### src/rtl/uart_pkg.sv
// Shared UART definitions.
//   rx_state_t    : receive deframer state encoding
//   RXERR_*       : bit positions inside the 3-bit Rx_Error status word
//   even_parity() : even-parity bit for a data word, shared with the transmitter
package uart_pkg;

   typedef enum logic [2:0] {
      S_IDLE,
      S_START,
      S_DATA,
      S_PARITY,
      S_STOP,
      S_DONE,
      S_BRK_WAIT
   } rx_state_t;

   localparam int RXERR_BREAK  = 0;
   localparam int RXERR_PARITY = 1;
   localparam int RXERR_FRAME  = 2;

   // Narrower words are zero-extended by the caller; zeros do not change the XOR.
   function automatic logic even_parity(input logic [31:0] word);
      return ^word;
   endfunction

endpackage

### src/rtl/uart_sync2.sv
// Two-flop synchronizer for a single asynchronous input.
//   SysClk : clock
//   Rst    : synchronous active-high reset, loads RST_VAL into both flops
//   D      : asynchronous input
//   Q      : synchronized output
module uart_sync2 #(
   parameter logic RST_VAL = 1'b1
) (
   input  logic SysClk,
   input  logic Rst,
   input  logic D,
   output logic Q
);

   logic meta;

   always_ff @(posedge SysClk) begin
      if (Rst) begin
         meta <= RST_VAL;
         Q    <= RST_VAL;
      end else begin
         meta <= D;
         Q    <= meta;
      end
   end

endmodule

### src/rtl/uart_rx_deframer.sv
// UART receive deframer: start bit, DATA_BITS data bits MSB first, optional
// even-parity bit, STOP_BITS stop bits. Presents each word with error flags.
//   SysClk   : clock
//   Rst      : synchronous active-high reset
//   Rx       : asynchronous serial line, idle high
//   Data_Out : last received word (0 after a break)
//   Data_Rdy : one-cycle strobe per completed frame
//   Rx_Error : [0] break, [1] parity, [2] frame
//   Rx_Busy  : high while a frame (or a break) is in progress
//
// state      | meaning
// -----------+-------------------------------------------------
// S_IDLE     | line idle, waiting for a falling edge
// S_START    | half-bit wait, then confirm start bit is still low
// S_DATA     | sampling data bits at mid-bit
// S_PARITY   | sampling the parity bit
// S_STOP     | sampling stop bits
// S_DONE     | one cycle: publish word and flags
// S_BRK_WAIT | break received, waiting for the line to go high
module uart_rx_deframer
   import uart_pkg::*;
#(
   parameter int SYSCLK_RATE = 100000000,
   parameter int BAUD_RATE   = 9600,
   parameter int DATA_BITS   = 8,
   parameter int PARITY_BIT  = 1,
   parameter int STOP_BITS   = 2
) (
   input  logic                 SysClk,
   input  logic                 Rst,
   input  logic                 Rx,
   output logic [DATA_BITS-1:0] Data_Out,
   output logic                 Data_Rdy,
   output logic [2:0]           Rx_Error,
   output logic                 Rx_Busy
);

   localparam int CLKS_PER_BIT = SYSCLK_RATE / BAUD_RATE;
   localparam int CNT_W        = $clog2(CLKS_PER_BIT);
   localparam int BIT_W        = $clog2(DATA_BITS + 1);

   localparam logic [CNT_W-1:0] HALF_LOAD = CNT_W'(CLKS_PER_BIT / 2 - 1);
   localparam logic [CNT_W-1:0] FULL_LOAD = CNT_W'(CLKS_PER_BIT - 1);
   localparam logic [BIT_W-1:0] LAST_DATA = BIT_W'(DATA_BITS - 1);
   localparam logic [BIT_W-1:0] LAST_STOP = BIT_W'(STOP_BITS - 1);

   logic rx_s;
   logic rx_s_d;

   rx_state_t            state,   state_nxt;
   logic [CNT_W-1:0]     cnt,     cnt_nxt;
   logic [BIT_W-1:0]     bit_cnt, bit_nxt;
   logic [DATA_BITS-1:0] shift,   shift_nxt;
   logic                 par_err, par_nxt;
   logic                 frm_err, frm_nxt;
   logic                 any_one, one_nxt;
   logic [DATA_BITS-1:0] dout_nxt;
   logic [2:0]           err_nxt;
   logic                 rdy_nxt;
   logic                 busy_nxt;
   logic                 tick;
   logic                 fall;
   logic [31:0]          pword;

   uart_sync2 #(.RST_VAL(1'b1)) u_sync (
      .SysClk (SysClk),
      .Rst    (Rst),
      .D      (Rx),
      .Q      (rx_s)
   );

   always_ff @(posedge SysClk) begin
      if (Rst) begin
         state    <= S_IDLE;
         cnt      <= '0;
         bit_cnt  <= '0;
         shift    <= '0;
         par_err  <= 1'b0;
         frm_err  <= 1'b0;
         any_one  <= 1'b0;
         rx_s_d   <= 1'b1;
         Data_Out <= '0;
         Rx_Error <= '0;
         Data_Rdy <= 1'b0;
         Rx_Busy  <= 1'b0;
      end else begin
         state    <= state_nxt;
         cnt      <= cnt_nxt;
         bit_cnt  <= bit_nxt;
         shift    <= shift_nxt;
         par_err  <= par_nxt;
         frm_err  <= frm_nxt;
         any_one  <= one_nxt;
         rx_s_d   <= rx_s;
         Data_Out <= dout_nxt;
         Rx_Error <= err_nxt;
         Data_Rdy <= rdy_nxt;
         Rx_Busy  <= busy_nxt;
      end
   end

   always_comb begin
      state_nxt = state;
      cnt_nxt   = cnt;
      bit_nxt   = bit_cnt;
      shift_nxt = shift;
      par_nxt   = par_err;
      frm_nxt   = frm_err;
      one_nxt   = any_one;
      dout_nxt  = Data_Out;
      err_nxt   = Rx_Error;
      rdy_nxt   = 1'b0;
      busy_nxt  = (state != S_IDLE);
      tick      = (cnt == '0);
      fall      = rx_s_d & ~rx_s;
      pword     = '0;
      pword[DATA_BITS-1:0] = shift;

      case (state)
         S_IDLE: begin
            if (fall) begin
               state_nxt = S_START;
               cnt_nxt   = HALF_LOAD;
            end
         end
         S_START: begin
            if (!tick) begin
               cnt_nxt = cnt - 1'b1;
            end else if (rx_s) begin
               state_nxt = S_IDLE;
            end else begin
               state_nxt = S_DATA;
               cnt_nxt   = FULL_LOAD;
               bit_nxt   = '0;
               par_nxt   = 1'b0;
               frm_nxt   = 1'b0;
               one_nxt   = 1'b0;
            end
         end
         S_DATA: begin
            if (!tick) begin
               cnt_nxt = cnt - 1'b1;
            end else begin
               cnt_nxt   = FULL_LOAD;
               shift_nxt = {shift[DATA_BITS-2:0], rx_s};
               one_nxt   = any_one | rx_s;
               if (bit_cnt == LAST_DATA) begin
                  bit_nxt   = '0;
                  state_nxt = (PARITY_BIT != 0) ? S_PARITY : S_STOP;
               end else begin
                  bit_nxt = bit_cnt + 1'b1;
               end
            end
         end
         S_PARITY: begin
            if (!tick) begin
               cnt_nxt = cnt - 1'b1;
            end else begin
               cnt_nxt   = FULL_LOAD;
               par_nxt   = (rx_s != even_parity(pword));
               one_nxt   = any_one | rx_s;
               bit_nxt   = '0;
               state_nxt = S_STOP;
            end
         end
         S_STOP: begin
            if (!tick) begin
               cnt_nxt = cnt - 1'b1;
            end else begin
               cnt_nxt = FULL_LOAD;
               one_nxt = any_one | rx_s;
               if (!rx_s) frm_nxt = 1'b1;
               if (bit_cnt == LAST_STOP) begin
                  state_nxt = S_DONE;
               end else begin
                  bit_nxt = bit_cnt + 1'b1;
               end
            end
         end
         S_DONE: begin
            rdy_nxt = 1'b1;
            err_nxt = '0;
            if (any_one) begin
               dout_nxt              = shift;
               err_nxt[RXERR_PARITY] = par_err;
               err_nxt[RXERR_FRAME]  = frm_err;
            end else begin
               dout_nxt             = '0;
               err_nxt[RXERR_BREAK] = 1'b1;
            end
            // Edge detector stays armed here so a tight back-to-back start is caught.
            if (fall) begin
               state_nxt = S_START;
               cnt_nxt   = HALF_LOAD;
            end else if (!rx_s && !any_one) begin
               state_nxt = S_BRK_WAIT;
            end else begin
               state_nxt = S_IDLE;
            end
         end
         S_BRK_WAIT: begin
            if (rx_s) state_nxt = S_IDLE;
         end
         default: state_nxt = S_IDLE;
      endcase
   end

endmodule

### config.mk
export PLATFORM = sky130hd
export DESIGN_NAME = uart_rx_deframer
export DESIGN_NICKNAME = d
export VERILOG_FILES = /design/src/rtl/uart_pkg.sv /design/src/rtl/uart_sync2.sv /design/src/rtl/uart_rx_deframer.sv
export SDC_FILE = /design/constraint.sdc
export NUM_CORES = 1
export LEC_CHECK = 0
export CAP_MARGIN = 20
export CELL_PAD_IN_SITES_DETAIL_PLACEMENT = 1
export CELL_PAD_IN_SITES_GLOBAL_PLACEMENT = 1
export CORE_MARGIN = 1
export CORE_UTILIZATION = 48
export DETAILED_ROUTE_END_ITERATION = 10
export PLACE_DENSITY = 0.93
export SYNTH_ARGS = -nofsm -noshare
export SYNTH_HDL_FRONTEND = slang
export SYNTH_SLANG_ARGS = --single-unit
### constraint.sdc
create_clock -name SysClk -period 4.5 [get_ports SysClk]
set_input_delay 1.125 -clock SysClk [delete_from_list [all_inputs] [get_ports SysClk]]
set_output_delay 1.125 -clock SysClk [all_outputs]
set_load 0.005 [all_outputs]
==> reports/results.md, run 1 <==
| Step | Quantity | Reported |
| --- | --- | --- |
| grt | Total global routing track utilization | 27.0% |
| die | Boundary pin count | 16 |
| timing | Slew at the pin closest to its max-slew limit | 863 ps |
| synth | Main flop type after synthesis | dfxtp_1 |
| timing | Final setup skew | 3.93 ps |
| clocking | CTS tree | yes |
| clocking | Post-CTS setup buffer count | 0 |
| route | Via density per instance | 6.15 |
| synth | Number of flip-flops and latches in the synthesized netlist | 48 |
| clocking | CTS Root Cell | clkbuf_8 |
| die | Chip Width | 75.3 um |
| clocking | Clock tree sinks | 48 |
| power | Power Total | 0.921 mW |
| synth | Portion of netlist area occupied by mux cells | 4.27% |
| clocking | Maximum clock path buffer count | 2 |
| die | Die Footprint | 5670 um^2 |
| synth | Basic-gate share of the synthesized area counting and, or, nand and nor cells | 28.3% |
| grt | Initial antenna violation count | 0 |
| die | Starting utilization of the core area | 50.1% |
| clocking | Cts bufs inserted | 5 |
| grt | First-pass GRT wire length | 11.6 mm |
| power | Pwr/cell area | 323 nW/um^2 |
| synth | Compound-Gate Fraction of Synth Area | 21.1% |
| synth | Largest family of logic cells by synthesized area | simple AND/OR/NAND/NOR gates |
| timing | Final period utilization | 55.0% |
| synth | Netlist area before placement | 2580 um^2 |
| power | Pleak | 0.980 nW |
| grt | Largest net degree at the start of global routing | 35 |
| timing | Tightest slew margin relative to the limit | 42.0% |
| timing | Final Max Tran Viols | 0 |
| synth | Distinct cell type count of the synthesized netlist | 57 |
| route | Post-Route WL | 6.98 mm |
| finish | Post-Route Utilization | 55.5% |
| place | GP Congestion | 0.837 |
| run | Max-cap violations | 0 |
| place | Post-placement cell count | 376 |
| die | Die Height | 75.3 um |
| route | Via total after detailed routing | 2361 |
| finish | Ratio of cells with drive above 1 in the final layout | 8.28% |
| clocking | Clk slew on worst S/H paths | 100 ps |
| clocking | Level count of the clock H-tree | 2 |
| clocking | Hold buffer count at cts | 0 |
| place | Count of input and output buffers | 15 |
| timing | Setup violations, final | 0 |
| synth | Post-synth net total | 315 |
| synth | Number of cells produced by synthesis | 309 |
| synth | Share of flip-flops with an asynchronous set or reset | 0% |
| finish | Net count, final | 319 |
| place | HPWL reported at the end of detailed placement | 4.88 mm |
| critical path | Critical Path AT | 2660 ps |
| synth | Synthesized-area fraction occupied by adder cells | 1.46% |
| finish | Layout Cells excl Fill | 384 |
| clocking | Clock latency on the worst-skew pair | 310 ps |
| critical path | Maximum fanout along the worst path | 34 |
| synth | Fraction of the yosys area taken by sequential cells | 37.3% |
| timing | Final Hold Fails | 0 |
| critical path | Type of destination of the critical path | flip-flop |
| finish | Area added between synthesis and finish | 10.6% |
| die | Number of standard-cell rows in the floorplan | 26 |
| synth | Xor and xnor fraction of the mapped netlist area | 3.25% |
| grt | Number of global-route vias before repair | 2281 |
| grt | Overflow left after global routing | 0 |
| outcome | Result of the run | complete, no violations |
| die | Core Footprint | 5140 um^2 |
| timing | Final total negative setup slack | 0 ps |
| route | Antenna violation net count after detailed routing | 0 |
| synth | EDFF count, synth | 0 |
| route | Per-cell routed wire length | 18.2 um |
| timing | Peak Freq | 404 MHz |
| power | Max VDD drop | 0.000193 V |
| hold path | Path class of the lowest-slack min-delay path | reg -> reg |
| timing | Unrepaired setup endpoints after global routing | false |
| critical path | Required time of the critical path | 4690 ps |
| route | Number of design rule violations left after detail routing | 0 |
| critical path | CP Class | in -> reg |
| synth | Ys Warns | 0 |
| clocking | Post-cts resize count | 0 |
| synth | Avg Synthesized Cell Area | 8.34 um^2 |
| critical path | Startpoint Class | input port |
| route | Starting DRT DRC Count | 134 |
| timing | Final min period | 2470 ps |
| route | Detailed-router iteration count before antenna repair | 4 |
| timing | Min Hold Slack | 461 ps |
| finish | Number of antenna diodes | 0 |
-- cell type report --
| type | count | area, um^2 |
|---|---|---|
| Clock inverter | 3 | 46.3 |
| Sequential cell | 48 | 961 |
| Timing Repair Buffer | 16 | 158 |
| Inverter | 6 | 22.5 |
| Clock buffer | 5 | 68.8 |
| Fill cell | 666 | 2290 |
| Tap cell | 70 | 87.6 |
| Multi-Input combinational cell | 236 | 1510 |
-- where the power goes --
part	internal [mW]	switching [mW]
clock network	0.168	0.158
registers	0.434	0.0191
logic	0.0516	0.0899
total	0.654	0.267
-- cells in the mapped netlist (all sizes together), types with 4 or more instances --
cell	count	area share [%]
xnor2	5	1.7
o31ai	4	1.2
nor2	32	4.7
mux2i	11	4.3
o21ai	19	3.7
nand3	17	3.3
a31oi	7	1.7
nand2	19	2.9
a21o	4	1.2
nor4	7	3.4
a21oi	34	6.6
nor3	13	2.5
inv	6	0.87
dfxtp	48	37
clkbuf	13	1.9
nand4	4	0.97
buf	6	1.5
nand2b	5	1.2
nor2b	8	1.9
-- flip-flops by register name (all words and copies together) (netlist names) --
name	count
cnt	14
Data_Out	8
shift	8
bit_cnt	4
Rx_Error	3
state	3
Data_Rdy	1
Rx_Busy	1
any_one	1
frm_err	1
par_err	1
rx_s_d	1
u_sync.Q	1
u_sync.meta	1
-- cell families after synthesis --
| kind of cell | count (synthesis) |
|---|---|
| XOR/XNOR | 8 |
| adder cells (fa/ha/maj) | 3 |
| AND/OR/NAND/NOR | 127 |
| multiplexers | 11 |
| buffers and inverters | 25 |
| flip-flops | 48 |
| AO/OA/AOI/OAI | 87 |
-- routing by layer --
layer	up-vias	routed length, um	track usage [%]
met5	-	0	0
met4	0	121	8.85
met3	13	217	5.49
met2	33	3560	45.5
met1	1182	3080	34.4
li1	1133	-	-
-- final timing paths --
path	start	endpoint	slack, ps	depth (start not counted)
setup / recovery	Rst	bit_cnt[3]$_SDFFE_PP0P_	2030	5
hold / removal	Data_Out[2]$_SDFFE_PP0P_	Data_Out[2]$_SDFFE_PP0P_	460	2
setup reg to reg	cnt[0]$_SDFFE_PP0P_	state[0]$_SDFFE_PP0P_	2090	7
hold reg to reg	Data_Out[2]$_SDFFE_PP0P_	Data_Out[2]$_SDFFE_PP0P_	460	2
-- through the flow --
stage	instance area [um^2]	setup slack, ps
2_1_floorplan	2580	2570
3_3_place_gp	2740	1760
3_5_place_dp	2740	1690
4_1_cts	2850	2010
5_1_grt	2850	1860
6_report	2850	2030
-- layout by cell type (no fill, tap or decap), types with 3 or more instances in the layout --
master / n
nor4_4: 3
nor4_1: 4
inv_1: 6
nand3_1: 17
nor2_1: 32
a31oi_1: 7
nor3_1: 13
nor2b_1: 8
nand4_1: 4
nand4b_1: 3
nand2b_1: 5
o31ai_1: 4
ha_1: 3
o21ai_0: 19
a21oi_1: 34
xnor2_1: 5
mux2i_1: 11
clkbuf_8: 5
or2_2: 3
nand2_1: 18
dfxtp_1: 48
clkdlybuf4s50_1: 15
a21o_1: 3
-- critical path, stage by stage --
cell and delay, ps:
clkdlybuf4s50_1 810, buf_4 430, nor3_1 100, nand3_1 100
o21ai_0 100
Power figures use the tool's default switching activity.
==> run 2, diff against run 1 <==
- CORE_UTILIZATION: 48 -> 45
- PLACE_DENSITY: 0.93 -> 0.89
- clock period: 4.5 -> 2.58 ns (I/O delays scaled with it)
==> reports/results.md, run 2 (synthesis results as in run 1) <==
| Step | Quantity | Reported | vs previous |
| --- | --- | --- | --- |
| timing | Final period utilization | 93.5% |  |
| finish | Ratio of cells with drive above 1 in the final layout | 10.0% | was 8.28% |
| route | Antenna violation net count after detailed routing | 0 | unchanged |
| clocking | Clock latency on the worst-skew pair | 310 ps | about the same |
| finish | Net count, final | 324 | was 319 |
| critical path | Timing startpoint of the critical path | cnt[0]$_SDFFE_PP0P_ | was Rst |
| die | Starting utilization of the core area | 46.8% | was 50.1% |
| finish | Largest register FFs | 14 | unchanged |
| clocking | CTS tree | yes | unchanged |
| timing | Final setup skew | 7.86 ps | was 3.93 ps |
| critical path | Worst reg2reg path startpoint | cnt[0]$_SDFFE_PP0P_ | unchanged |
| timing | Slew at the pin closest to its max-slew limit | 728 ps | was 863 ps |
| grt | Overflow left after global routing | 0 | unchanged |
| critical path | Required time of the critical path | 2790 ps | was 4690 ps |
| clocking | Level count of the clock H-tree | 2 | unchanged |
| die | Chip Width | 77.7 um | was 75.3 um |
| die | Die Height | 77.7 um | was 75.3 um |
| finish | Area added between synthesis and finish | 12.9% | was 10.6% |
| timing | Final total negative setup slack | 0 ps | unchanged |
| timing | Final Hold Fails | 0 | unchanged |
| timing | Peak Freq | 415 MHz |  |
| die | Number of standard-cell rows in the floorplan | 27 | was 26 |
| clocking | CTS Root Cell | clkbuf_8 | unchanged |
| timing | Setup violations, final | 0 | unchanged |
| route | Via density per instance | 6.20 | was 6.15 |
| critical path | Critical Path AT | 2620 ps | was 2660 ps |
| timing | Final min period | 2410 ps |  |
| route | Post-Route WL | 7.58 mm | was 6.98 mm |
| grt | Total global routing track utilization | 26.6% | was 27.0% |
| die | Boundary pin count | 16 | unchanged |
| grt | First-pass GRT wire length | 12.3 mm | was 11.6 mm |
| finish | Commonest non-fill, non-tap cells in the layout | dfxtp_1, a21oi_1, nor2_1 | unchanged |
| critical path | Worst reg2reg endpoint | bit_cnt[2]$_SDFFE_PP0P_ | was state[0]$_SDFFE_PP0P_ |
| place | HPWL reported at the end of detailed placement | 5.38 mm | was 4.88 mm |
| finish | Register ranked first by flip-flop count | cnt | unchanged |
| finish | Number of antenna diodes | 0 | unchanged |
| timing | Unrepaired setup endpoints after global routing | false | unchanged |
| die | Die Footprint | 6030 um^2 | was 5670 um^2 |
| power | Pwr/cell area | 567 nW/um^2 | was 323 nW/um^2 |
| critical path | Setup slack of the worst register-to-register path | 170 ps | was 2090 ps |
| critical path | Startpoint Class | flip-flop | was input port |
| finish | Filler Cells Inserted | 674 | was 666 |
| clocking | Clk slew on worst S/H paths | 90 ps | was 100 ps |
| grt | Number of global-route vias before repair | 2367 | was 2281 |
| finish | Total area of sequential cells | 961 um^2 | unchanged |
| timing | Tightest slew margin relative to the limit | 51.1% | was 42.0% |
| critical path | End point of the critical path | bit_cnt[2]$_SDFFE_PP0P_ | was bit_cnt[3]$_SDFFE_PP0P_ |
| clocking | Cts bufs inserted | 5 | unchanged |
| route | Detailed-router iteration count before antenna repair | 4 | unchanged |
| finish | Most common library cell in the layout ignoring fill and taps | dfxtp_1 | unchanged |
| critical path | Type of destination of the critical path | flip-flop | unchanged |
| clocking | Post-CTS setup buffer count | 0 | unchanged |
| route | Via total after detailed routing | 2426 | was 2361 |
| clocking | Maximum clock path buffer count | 2 | unchanged |
| die | Core Footprint | 5510 um^2 | was 5140 um^2 |
| critical path | Register-to-Register Path Depth | 7 | unchanged |
| run | Max-cap violations | 0 | unchanged |
| clocking | Post-cts resize count | 0 | unchanged |
| power | Max VDD drop | 0.000398 V | was 0.000193 V |
| power | Pleak | 1.02 nW | was 0.980 nW |
| route | Starting DRT DRC Count | 129 | was 134 |
| hold path | Path class of the lowest-slack min-delay path | reg -> reg | unchanged |
| route | Number of design rule violations left after detail routing | 0 | unchanged |
| finish | Footprint of the multi-input gates | 1510 um^2 | about the same |
| critical path | Maximum fanout along the worst path | 7 | was 34 |
| grt | Largest net degree at the start of global routing | 35 | unchanged |
| finish | Leading registers by flop count | cnt: 14 flops, Data_Out: 8 flops, shift: 8 flops | unchanged |
| place | GP Congestion | 0.928 | was 0.837 |
| critical path | CP Class | reg -> reg | was in -> reg |
| place | Count of input and output buffers | 15 | unchanged |
| clocking | Clock tree sinks | 48 | unchanged |
| timing | Min Hold Slack | 427 ps | was 461 ps |
| clocking | Hold buffer count at cts | 0 | unchanged |
| outcome | Result of the run | complete, no violations | unchanged |
| grt | Initial antenna violation count | 0 | unchanged |
| timing | Final Max Tran Viols | 0 | unchanged |
| route | Per-cell routed wire length | 19.4 um | was 18.2 um |
## run 2: changes by cell type in the layout (fill, tap and decap cells not counted)
cell	delta
buf_4	+4
clkinv_4	+1
and4b_1	-1
clkbuf_8	+1
clkinvlp_4	-1
and4b_2	+1
inv_6	-1
buf_12	+1
## run 2: metal layers
| metal | part of all wire, % | routed length [um] | track usage [%] | vias up |
|---|---|---|---|---|
| li1 | - | - | - | 1147 |
| met1 | 45 | 3390 | 33.6 | 1204 |
| met2 | 48 | 3660 | 44.8 | 60 |
| met3 | 4.9 | 372 | 5.18 | 15 |
| met4 | 2.1 | 156 | 9.62 | 0 |
| met5 | 0 | 0 | 0 | - |
## run 2: worst max-delay path, stage by stage, from the launching register on
cell and delay (ps):
dfxtp_1 350, inv_1 100, ha_1 280, nor4b_1 490
nand4b_1 350, a22oi_4 380, o31ai_1 130, a32o_1 230
## run 2: where the power goes
part | switching, mW | internal [mW]
combinational | 0.171 | 0.100
sequential | 0.0325 | 0.758
clock | 0.272 | 0.317
## run 2: stage by stage
stage	util, %	setup slack (ps)	area [um^2]	cells	total power, mW
after floorplan	-	654	2580	309	0.991
after global placement	50.6	473	2790	383	1.05
after detailed placement	50.6	312	2790	383	1.06
after CTS	52.8	183	2910	391	1.66
after global routing	52.9	0.991	2910	391	1.71
final	52.9	168	2910	391	1.65
## run 2: area by class of cell
| class | count | share of cell area (%) |
|---|---|---|
| multi-input combinational | 236 | 51.8 |
| sequential | 48 | 33.0 |
| timing repair buffer | 21 | 7.14 |
| tap | 72 | 3.10 |
| clock buffer | 6 | 2.84 |
| clock inverter | 2 | 1.33 |
| inverter | 6 | 0.774 |
## run 2: how the worst min path moves through the flow
stage                           startpoint                  end  slack [ps]  cells past startpoint
floorplan           u_sync.meta$_SDFF_PP1_  u_sync.Q$_SDFF_PP1_         390                      1
global placement    u_sync.meta$_SDFF_PP1_  u_sync.Q$_SDFF_PP1_         390                      1
detailed placement  u_sync.meta$_SDFF_PP1_  u_sync.Q$_SDFF_PP1_         410                      1
CTS                 u_sync.meta$_SDFF_PP1_  u_sync.Q$_SDFF_PP1_         430                      1
global route        u_sync.meta$_SDFF_PP1_  u_sync.Q$_SDFF_PP1_         440                      1
finish              u_sync.meta$_SDFF_PP1_  u_sync.Q$_SDFF_PP1_         430                      1
==> run 3, diff against run 2 <==
- CTS_CLUSTER_DIAMETER: default -> 100
==> results of run 3 <==
The final DEF is identical to that of run 2; final timing and power are the same.
